$ cat src/rtl/btb_port_sched.sv
// Port scheduler for the single-ported BTB array: arbitrates fetch lookups against
// queued branch updates and sequences the full-array invalidation walk.
module btb_port_sched #(
    parameter int DEPTH      = 4,
    parameter int SETS       = 1024,
    parameter int STARVE_MAX = 8,
    localparam int IW = $clog2(SETS),
    localparam int AW = $clog2(DEPTH),
    localparam int SW = $clog2(STARVE_MAX) + 1
) (
    input  logic          clk,
    input  logic          reset,
    input  logic          lookup_req,
    output logic          lookup_gnt,
    input  logic          upd_valid,
    input  logic [15:0]   upd_pc,
    input  logic [15:0]   upd_target,
    input  logic          upd_taken,
    output logic          upd_ready,
    input  logic          inv_req,
    output logic          inv_busy,
    output logic          btb_rd,
    output logic          btb_we,
    output logic          btb_clr,
    output logic [IW-1:0] btb_index,
    output logic [15:0]   btb_pc,
    output logic [15:0]   btb_target,
    output logic          btb_taken,
    output logic [AW:0]   qcount
);

    typedef enum logic {ST_INV, ST_SERVE} state_t;

    state_t        state_q, state_d;
    logic [IW-1:0] idx_q;
    logic [AW-1:0] wr_ptr, rd_ptr;
    logic [AW:0]   count_q;
    logic [SW-1:0] starve_q;

    logic [15:0] pc_mem     [DEPTH];
    logic [15:0] target_mem [DEPTH];
    logic        taken_mem  [DEPTH];

    logic empty, full, forced, push, pop;

    assign empty  = (count_q == '0);
    assign full   = (count_q == (AW+1)'(DEPTH));
    assign forced = (starve_q == SW'(STARVE_MAX)) && !empty;
    assign push   = upd_valid && upd_ready;
    assign pop    = btb_we;

    assign btb_rd     = lookup_gnt;
    assign btb_pc     = pc_mem[rd_ptr];
    assign btb_target = target_mem[rd_ptr];
    assign btb_taken  = taken_mem[rd_ptr];
    assign qcount     = count_q;

    // NOTE: every output of this block gets a default first so no path infers a latch.
    always_comb begin
        state_d    = state_q;
        lookup_gnt = 1'b0;
        btb_we     = 1'b0;
        btb_clr    = 1'b0;
        inv_busy   = 1'b0;
        upd_ready  = 1'b0;
        btb_index  = pc_mem[rd_ptr][IW:1];
        case (state_q)
            ST_INV: begin
                btb_clr   = 1'b1;
                inv_busy  = 1'b1;
                btb_index = idx_q;
                if (idx_q == IW'(SETS - 1))
                    state_d = ST_SERVE;
            end
            ST_SERVE: begin
                if (lookup_req && !forced)
                    lookup_gnt = 1'b1;
                else if (!empty)
                    btb_we = 1'b1;
                // No write-through: a full FIFO refuses even when popping this cycle.
                upd_ready = !full && !inv_req;
                if (inv_req)
                    state_d = ST_INV;
            end
            default: state_d = ST_INV;
        endcase
    end

    always_ff @(posedge clk or posedge reset) begin
        if (reset)
            state_q <= ST_INV;
        else
            state_q <= state_d;
    end

    always_ff @(posedge clk or posedge reset) begin
        if (reset) begin
            idx_q    <= '0;
            wr_ptr   <= '0;
            rd_ptr   <= '0;
            count_q  <= '0;
            starve_q <= '0;
        end else if (state_q == ST_INV) begin
            idx_q <= (idx_q == IW'(SETS - 1)) ? '0 : idx_q + IW'(1);
        end else if (inv_req) begin
            // The arbitration of this cycle still drives the array; the queue is discarded.
            idx_q    <= '0;
            wr_ptr   <= '0;
            rd_ptr   <= '0;
            count_q  <= '0;
            starve_q <= '0;
        end else begin
            if (push)
                wr_ptr <= wr_ptr + AW'(1);
            if (pop)
                rd_ptr <= rd_ptr + AW'(1);
            case ({push, pop})
                2'b10:   count_q <= count_q + (AW+1)'(1);
                2'b01:   count_q <= count_q - (AW+1)'(1);
                default: count_q <= count_q;
            endcase
            if (empty || pop)
                starve_q <= '0;
            else if (lookup_gnt && starve_q != SW'(STARVE_MAX))
                starve_q <= starve_q + SW'(1);
        end
    end

    // NOTE: FIFO storage has no reset; occupancy and pointers alone define validity.
    always_ff @(posedge clk) begin
        if (push) begin
            pc_mem[wr_ptr]     <= upd_pc;
            target_mem[wr_ptr] <= upd_target;
            taken_mem[wr_ptr]  <= upd_taken;
        end
    end

endmodule

$ cat config.mk
export PLATFORM = sky130hd
export DESIGN_NAME = btb_port_sched
export DESIGN_NICKNAME = d
export VERILOG_FILES = /design/src/rtl/btb_port_sched.sv
export SDC_FILE = /design/constraint.sdc
export NUM_CORES = 1
export LEC_CHECK = 0
export CAP_MARGIN = 30
export CORE_MARGIN = 2
export CORE_UTILIZATION = 51
export CTS_BUF_LIST = sky130_fd_sc_hd__clkbuf_4 sky130_fd_sc_hd__clkbuf_8
export DETAILED_ROUTE_END_ITERATION = 8
export HOLD_SLACK_MARGIN = 0.03
export MAX_ROUTING_LAYER = met4
export PLACE_DENSITY = 0.85
export SLEW_MARGIN = 20
export SYNTH_ARGS = -nofsm -noshare
export SYNTH_HDL_FRONTEND = slang
export SYNTH_SLANG_ARGS = --single-unit
$ cat constraint.sdc
create_clock -name clk -period 2 [get_ports clk]
set_input_delay 0.4 -clock clk [delete_from_list [all_inputs] [get_ports clk]]
set_output_delay 0.4 -clock clk [all_outputs]
set_load 0.05 [all_outputs]
# ---- After elaboration in Yosys (flattened, before gate mapping)
# Memory sizes are Yosys's and may differ from the RTL's.
# Cells that the tools add are included.
dict set report word_totals {
  in_bits 38
  word_cells 67
  ram_bits 132
  memories 3
  register_bits 22
}
# memory words word_bits read_ports rd_clocked_by_memory_dff write_ports line
set mem_list {}
lappend mem_list {pc_mem 4 16 1 0 1 40} ;# logic [15:0] pc_mem [DEPTH];
lappend mem_list {target_mem 4 16 1 0 1 41} ;# logic [15:0] target_mem [DEPTH];
lappend mem_list {taken_mem 4 1 1 0 1 42} ;# logic taken_mem [DEPTH];
dict set report op_classes {
  n_reduce_logical 19
  muxes 25
  n_addsub 6
  n_bitwise 1
  eq_ne 7
}
# operator n
set ops {}
lappend ops {{2-to-1 mux 10 bit} 4}
lappend ops {{2-to-1 mux 4 bit} 3}
lappend ops {{2-to-1 mux 1 bit} 11}
lappend ops {{adder 10 x 1 -> 10 bit (second input constant)} 1}
lappend ops {{equality test 10 bit (second input constant)} 1}
lappend ops {{2-to-1 mux 2 bit} 4}
lappend ops {{AND reduction 2 bit} 4}
lappend ops {{case mux 3 bit (2 select lines)} 1}
lappend ops {{nonzero test 3 bit} 2}
lappend ops {{logical AND 1 bit} 5}
lappend ops {{adder 2 x 1 -> 2 bit (second input constant)} 2}
lappend ops {{adder 4 x 1 -> 4 bit (second input constant)} 1}
lappend ops {{equality test 4 bit (second input constant)} 1}
lappend ops {{zero test 1 bit} 4}
lappend ops {{inequality test 4 bit (second input constant)} 1}
lappend ops {{nonzero test 2 bit} 2}
lappend ops {{adder 3 x 1 -> 3 bit (second input constant)} 1}
lappend ops {{equality test 3 bit (second input constant)} 1}
lappend ops {{zero test 3 bit} 1}
lappend ops {{2-to-1 mux 3 bit} 1}
lappend ops {{subtractor 3 x 1 -> 3 bit (second input constant)} 1}
lappend ops {{equality test 2 x 1 -> 1 bit (second input constant)} 1}
lappend ops {{equality test 2 bit (second input constant)} 1}
lappend ops {{inequality test 2 bit (second input constant)} 1}
lappend ops {{3 further kinds} 3}

# ---- Longest topological paths before layout
# Gate-level depths: netlist of run 1.
dict set report depth {
  depth_word 11
  depth_mapped 10
  ltp_nobuf 10
}

# ---- Worst setup path before layout of run 1
# No wires, ideal clock.
dict set report synth_timing {
  path_kind {register -> register}
  from {register count_q[2] (netlist: qcount[2])}
  to {register count_q[1] (netlist: qcount[1])}
  slack_ns -0.481
  t_arrival_ns 2.339
  period_less_slack_ns 2.481
  setup_ns 0.142
  stages_incl_launch_ff 11
  cell_sequence {dfrtp_1 > or3b_1 > buf_2 > and2_4 > buf_6 > nor2_1 > fa_1 > nand2_1 > nor3b_1 > mux2i_1 > o221ai_1}
}
dict set report synth_between {
  elab_chain_len 10
  elab_cells_between_ends 19
  cone_classes {3 x eq/ne; 6 x mux; 10 x reduce/logical}
}
# item line
set synth_rtl {}
lappend synth_rtl {{start, declared} 37} ;# logic [AW:0] count_q;
lappend synth_rtl {{start signal, assigned} 118} ;# 2'b10: count_q <= count_q + (AW+1)'(1);
lappend synth_rtl {{start signal, assigned} 119} ;# 2'b01: count_q <= count_q - (AW+1)'(1);
lappend synth_rtl {{start signal, assigned} 120} ;# default: count_q <= count_q;
lappend synth_rtl {{zero test 3 bit} 46} ;# assign empty = (count_q == '0);
lappend synth_rtl {{zero test 1 bit} n/a}
lappend synth_rtl {{logical AND 1 bit} 48} ;# assign forced = (starve_q == SW'(STARVE_MAX)) && !empty;
lappend synth_rtl {{zero test 1 bit} 76} ;# if (lookup_req && !forced)
lappend synth_rtl {{logical AND 1 bit} 76}
lappend synth_rtl {{2-to-1 mux 1 bit} 76}
lappend synth_rtl {{2-to-1 mux 1 bit} 67} ;# case (state_q)
lappend synth_rtl {{equality test 2 x 1 -> 1 bit / equality test 2 bit (equally long branches)} 117} ;# case ({push, pop})
lappend synth_rtl {{case mux 3 bit (2 select lines) / nonzero test 3 bit (equally long branches)} n/a}
lappend synth_rtl {{2-to-1 mux 3 bit / AND reduction 2 bit (equally long branches)} n/a}
# Parallel ways exist; a longest one is shown, timed or not.
# A chain may end at the register's enable or synchronous reset.

# ---- Worst setup path after layout of run 1
dict set report layout_timing {
  from {register rd_ptr[0]}
  to {output port btb_index[7]}
}
dict set report layout_between {
  elab_chain_len 2
}
# item line
set layout_rtl {}
lappend layout_rtl {{start, declared} 36} ;# logic [AW-1:0] wr_ptr, rd_ptr;
lappend layout_rtl {{start signal, assigned} 116} ;# rd_ptr <= rd_ptr + AW'(1);
lappend layout_rtl {{memory (4 x 16 bit)} n/a}
lappend layout_rtl {{2-to-1 mux 10 bit} 67}
lappend layout_rtl {{end, declared} 25} ;# output logic [IW-1:0] btb_index,
# Every way passes these cells.

==> results of run 1 <==
-- worst paths after layout --
path	startpoint	end	cells after the start
worst max register to register	starve_q[1]	qcount[1]	10
max in group asynchronous	reset	qcount[0]	3
min in group clk	starve_q[2]	starve_q[2]	1
worst min register to register	starve_q[2]	starve_q[2]	1
worst min-delay path	reset	idx_q[3]	3
worst max-delay path	rd_ptr[0]	btb_index[7]	4
-- repair_timing --
action | 4_1_cts | 5_1_grt
setup endpoints to repair | 52 | 58
cloned | 1 | 0
buffers inserted | 16 | 7
gates resized for setup | 58 | 7
pin swaps | 5 | 4
-- worst max-delay path, cell delays in order (launching register included) --
cell,delay (ns)
dfrtp_2,0.41
buf_12,0.16
mux4_2,0.55
mux2_4,0.28
buf_6,0.15
-- flip-flops by register name (all words and copies together) (netlist names) --
name and flops:
pc_mem 64, target_mem 64, idx_q 10, starve_q 4, taken_mem 4, qcount 3
rd_ptr 2, wr_ptr 2, state_q 1
-- power groups by stage --
stage                     clock network, mW  registers, mW  logic (mW)
after floorplan                           0           3.89        2.19
after global placement                    0           3.87        3.32
after detailed placement                  0           3.88        3.37
after CTS                              2.59           3.82        3.85
after global routing                   2.72           3.85        4.10
final                                  2.54           3.83        3.89
-- metal layers --
layer,share of wire,vias up
met5,0,-
met4,0.0093,0
met3,0.056,12
met2,0.52,123
met1,0.42,1922
li1,-,1665
-- layout make-up --
type / instances / area, um^2 / area share
well taps: 147 / 184 / 0.0213
inverters: 12 / 52.6 / 0.00607
repair buffers: 152 / 1710 / 0.198
clock buffers: 19 / 249 / 0.0288
multi-input cells: 154 / 1740 / 0.201
clock inverters: 13 / 190 / 0.0220
flip-flops and latches: 154 / 4520 / 0.523
-- cell usage in the layout, fill, tap and decap left out, types with 4 or more instances in the layout --
cell / n
dfrtp_2: 4
o21ai_0: 10
clkdlybuf4s50_1: 37
edfxtp_1: 132
inv_1: 8
buf_12: 24
a21oi_1: 4
bufinv_16: 4
ha_1: 6
dfrtp_1: 17
and3_2: 4
nand2_1: 18
buf_4: 49
clkbuf_8: 17
mux2_4: 9
nand3_1: 8
nor3_1: 4
buf_6: 38
mux4_2: 33
-- through the flow --
stage | utilization | worst slack, ns
after floorplan | - | -0.258
after global placement | 0.649 | -0.396
after detailed placement | 0.649 | -0.462
after CTS | 0.716 | -0.432
after global routing | 0.720 | -0.475
final | 0.720 | -0.398
-- cells by family after synthesis --
family,count (synthesis),share of synthesized area
multiplexers,46,0.141
XOR/XNOR,6,0.0106
AO/OA/AOI/OAI,35,0.0384
adder cells (fa/ha/maj),8,0.0171
AND/OR/NAND/NOR,59,0.0512
buffers and inverters,29,0.0231
flip-flops,154,0.719
==> summary.md, run 1 <==
| Metric | Value |
|---|---|
| Final period utilization | 1.20 |
| Routability cong. | 0.817 |
| Status | finished with violations |
| RSZ-0062 raised after global routing | true |
| Critical Path RT | 1.60 ns |
| Inst Count DP | 597 |
| Reg-to-reg slack, setup | -0.12 ns |
| Pint | 6.90 mW |
| Synth Flop Type | edfxtp_1 |
| Comb power frac | 0.379 |
| Detailed placer's ending HPWL | 8.42 mm |
| Synthesized Nets | 383 |
| CTS clk-pin slew, worst paths | 0.08 ns |
| Layout cells sized above 1 | 0.429 |
| Routed Wire Length | 13.4 mm |
| Post-synth top area share | 0.631 |
| Met3 Resource Use GR | 0.0717 |
| Sequential area share after synthesis | 0.719 |
| Final Hold Vio Count | 0 |
| Most frequent cell after synthesis | edfxtp_1 |
| Setup CP Type | register to primary output |
| Slew Limit Fails | 0 |
| Met2 Resource Use GR | 0.355 |
| VDD IR max | 1.06 mV |
| Clk pwr share | 0.248 |
| Die width | 115 um |
| First-pass GRT wire length | 21.0 mm |
| Endpoints failing setup | 50 |
| Async SR Flop Fraction | 0.143 |
| Post-synthesis cell area | 6280 um^2 |
| Fin Setup TNS | -13.54 ns |
| Congestion Overflow GR | 0 |
| Detail Route Antenna Nets | 0 |
| Most area-consuming cells after synthesis | edfxtp_1, mux4_2, dfrtp_1 |
| Ys Warns | 0 |
| Non-Filler Instances | 651 |
| Synth cell types | 51 |
| Setup WS post-layout | -0.398 ns |
| Vias in the first global route | 3914 |
| Die Footprint | 13200 um^2 |
| Die H | 115 um |
| Vias | 3722 |
| Gate Count Post-Synth | 337 |
| Gr busiest metal | met2 |
| Max Root-Sink Buffers | 2 |
| Antenna diodes | 0 |
| Worst slew pin tran | 0.513 ns |
| WHS | 0.299 ns |
| Total track usage | 0.222 |
| CP arrival | 2.00 ns |
| Core Box Area | 12000 um^2 |
| Row count | 40 |
| Final Power | 10.3 mW |
| GR Util met1 | 0.282 |
| Clock Sinks | 154 |
| Violated checks | negative setup slack |
| Clock skew | 0.0144 ns |
| NetSw | 3.35 mW |
| Root buffer cell | clkbuf_8 |
| Final instance area | 8650 um^2 |
| Initial antenna violation count | 0 |
| Worst-Skew Late Latency | 0.44 ns |
| Layout area overhead | 37.7% |
| Flops & latches, synth | 154 |
| Tmin final | 2.40 ns |
| Sw frac | 0.327 |
| CTS tree | done |
| Max Freq | 417 MHz |
| CP Launch Type | register |
| Placed cell areas | 7800 um^2 |
| Sequential share of power | 0.373 |
| Detailed Routing Iterations Pass 1 | 6 |
| # fillers | 740 |
| Fin nets | 537 |
| Hold buffers post-CTS | 0 |
| I/O pin count | 90 |
| Largest net degree at the start of global routing | 30 |
| Setup crit end kind | primary output |
| Top post-synthesis cells by count | edfxtp_1, mux4_2, dfrtp_1, nand2_1, o21ai_0 |
| Initial DRC count | 275 |
| Initial core utilization | 0.523 |
| Leakage | 3.16 nW |
| TritonCTS buffer count | 17 |
| H-tree depth | 4 |
| Number of flops mapped to enable cells by yosys | 132 |
| Syn Area/Cell | 18.6 um^2 |
| Rel. slew slack | 0.660 |
| Via-to-Cell Ratio | 5.72 |
| HP Class | input pin to asynchronous set/reset pin |
| Max-cap viol count | 0 |
| WL per Instance | 20.6 um |
| Power per cell area | 1190 nW/um^2 |
| Yosys top cell by area | edfxtp_1 |
| I/O Buffers | 89 |
| DRC violations left | 0 |
| Worst-path fanout max | 11 |
(Power assumes the default switching activity.)
==> run 2, diff against run 1 <==
--- a/config.mk
+++ b/config.mk
@@ -6,10 +6,12 @@
 export NUM_CORES = 1
 export LEC_CHECK = 0
 export CAP_MARGIN = 30
+export CORE_ASPECT_RATIO = 0.75
 export CORE_MARGIN = 2
 export CORE_UTILIZATION = 51
 export CTS_BUF_LIST = sky130_fd_sc_hd__clkbuf_4 sky130_fd_sc_hd__clkbuf_8
 export DETAILED_ROUTE_END_ITERATION = 8
+export GPL_ROUTABILITY_DRIVEN = 1
 export HOLD_SLACK_MARGIN = 0.03
 export MAX_ROUTING_LAYER = met4
 export PLACE_DENSITY = 0.85
==> run 2 against run 1 <==
Against the previous run: the flow still finishes with violations (negative setup slack); critical path depth unchanged; clock-buffer cell count unchanged; global-route usage decreased by 0.78 points; register-to-register slack got worse by 0.11 ns; clock skew decreased by 0.0018 ns; power about the same; critical path type unchanged; critical endpoint is now btb_index[6]; largest cell class unchanged; largest power group unchanged.
==> summary.md, run 2 (synthesis gave the netlist of run 1 again) <==
| Metric | Value |
|---|---|
| Violated checks | negative setup slack |
| Routability cong. | 0.821 |
| Initial DRC count | 347 |
| Largest net degree at the start of global routing | 30 |
| RR Startpoint | qcount[0] |
| Setup WS post-layout | -0.386 ns |
| Row count | 35 |
| Fin nets | 538 |
| Die Footprint | 13200 um^2 |
| Pint | 6.95 mW |
| Layout cells sized above 1 | 0.431 |
| Detailed placer's ending HPWL | 8.22 mm |
| Slew Limit Fails | 0 |
| H-tree depth | 4 |
| Vias in the first global route | 3919 |
| Die H | 100 um |
| Root buffer cell | clkbuf_8 |
| Core Box Area | 12100 um^2 |
| Critical Path RT | 1.60 ns |
| Max Freq | 419 MHz |
| DRC violations left | 0 |
| Total track usage | 0.214 |
| Buf/Inv on CP | 2 |
| Status | finished with violations |
| Clock skew | 0.0126 ns |
| R2r worst-path depth | 9 |
| Crit. path cell count | 4 |
| Vias | 3709 |
| Power per cell area | 1180 nW/um^2 |
| VDD IR max | 0.551 mV |
| Clk pwr share | 0.235 |
| Most frequent cells in the layout | edfxtp_1, buf_4, clkdlybuf4s50_1, buf_6, mux4_2 |
| TritonCTS buffer count | 17 |
| Congestion Overflow GR | 0 |
| Final period utilization | 1.19 |
| RSZ-0062 raised after global routing | true |
| Comb power frac | 0.393 |
| Largest regs | pc_mem: 64 flops, target_mem: 64 flops, idx_q: 10 flops |
| Via-to-Cell Ratio | 5.54 |
| Clock Sinks | 154 |
| Detailed Routing Iterations Pass 1 | 5 |
| Endpoints failing setup | 50 |
| CP arrival | 1.99 ns |
| Layout area overhead | 38.8% |
| Commonest non-fill, non-tap cell in the layout | edfxtp_1 |
| Initial core utilization | 0.518 |
| Tmin final | 2.39 ns |
| Worst slew pin tran | 0.364 ns |
| Final Hold Vio Count | 0 |
| Worst-path cell chain | buf_12, mux4_2, mux2_4, buf_8 |
| R2R Path End | qcount[1] |
| Critical path's top delay family | multiplexers |
| Die width | 132 um |
| CP max stage delay | 0.55 ns |
| Setup CP Type | register to primary output |
| Non-Filler Instances | 670 |
| Sw frac | 0.321 |
| Worst-path fanout max | 13 |
| Slowest cell on crit path | mux4_2 |
| Routed Wire Length | 13.3 mm |
| Rel. slew slack | 0.754 |
| Max Root-Sink Buffers | 2 |
| I/O pin count | 90 |
| Antenna diodes | 0 |
| # fillers | 704 |
| CTS clk-pin slew, worst paths | 0.08 ns |
| CTS tree | done |
| Worst-Skew Late Latency | 0.43 ns |
| NetSw | 3.29 mW |
| Leakage | 3.19 nW |
| Placed cell areas | 7860 um^2 |
| First-pass GRT wire length | 20.6 mm |
| WL per Instance | 19.9 um |
| Max-cap viol count | 0 |
| Reg-to-reg slack, setup | -0.23 ns |
| Initial antenna violation count | 0 |
| HP Class | input pin to asynchronous set/reset pin |
| I/O Buffers | 89 |
| Final instance area | 8720 um^2 |
| Detail Route Antenna Nets | 0 |
| CP Launch Type | register |
| Sequential share of power | 0.373 |
| Inst Count DP | 616 |
| Setup crit end kind | primary output |
run 2: cell types whose count changed in the layout (fill, tap and decap cells not counted), sizes merged:
cell         before  now
inv              14   11
bufbuf            0    1
clkinvlp          3    1
buf             114  115
clkinv            4    8
dlygate4sd2       1    0
run 2: area by class of cell:
class,instances,area (um^2),share of cell area
flip-flops and latches,154,4520,0.519
repair buffers,153,1770,0.203
multi-input cells,154,1760,0.202
clock buffers,19,249,0.0286
well taps,166,208,0.0238
clock inverters,12,155,0.0178
inverters,12,56.3,0.00646
run 2: metrics by stage:
step | setup slack, ns | TNS (ns) | utilization | hold slack, ns | power, mW
after floorplan | -0.258 | -0.494 | - | 0.389 | 6.07
after global placement | -0.361 | -0.680 | 0.648 | 0.518 | 7.22
after detailed placement | -0.432 | -0.810 | 0.648 | 0.550 | 7.30
after CTS | -0.415 | -15.30 | 0.711 | 0.286 | 10.2
after global routing | -0.444 | -16.95 | 0.719 | 0.325 | 10.6
final | -0.386 | -13.84 | 0.719 | 0.332 | 10.2
run 2: per-layer routing:
layer  global-route usage  vias to the layer above  share of wire
li1                     -                     1663              -
met1                0.262                     1896           0.41
met2                0.350                      126           0.53
met3               0.0480                       24          0.046
met4               0.0936                        0          0.020
met5                    -                        -              0
run 2: how the worst max path moves through the flow:
stage	start	endpoint	slack, ns
after floorplan	qcount[2]	qcount[1]	-0.26
after global placement	inv_req	qcount[2]	-0.36
after detailed placement	upd_valid	qcount[2]	-0.43
after CTS	rd_ptr[0]	btb_index[6]	-0.41
after global routing	rd_ptr[0]	btb_index[6]	-0.44
final	rd_ptr[0]	btb_index[6]	-0.39
run 2: power groups by stage:
stage / Sequential (mW) / Combinational (mW) / Clock (mW)
detailed placement: 3.89 / 3.42 / 0
CTS: 3.82 / 3.91 / 2.45
floorplan: 3.89 / 2.19 / 0
global route: 3.84 / 4.21 / 2.59
finish: 3.82 / 4.02 / 2.40
global placement: 3.87 / 3.34 / 0
run 2: worst register-to-register path, cell delays in order (launching register included):
cell and delay [ns]:
dfrtp_2 0.43, buf_6 0.13, o31ai_2 0.21, a21o_1 0.20, nor2_4 0.06, fa_2 0.53
nand2_2 0.07, nor3b_2 0.19, mux2i_1 0.12, o221ai_1 0.21
run 2: repair_timing:
item	CTS	global route
hold buffers	0	0
cloned	1	0
gates resized for setup	56	12
buffers inserted	17	5
pin swaps	5	4
setup endpoints to repair	51	64
hold endpoints to repair	0	0
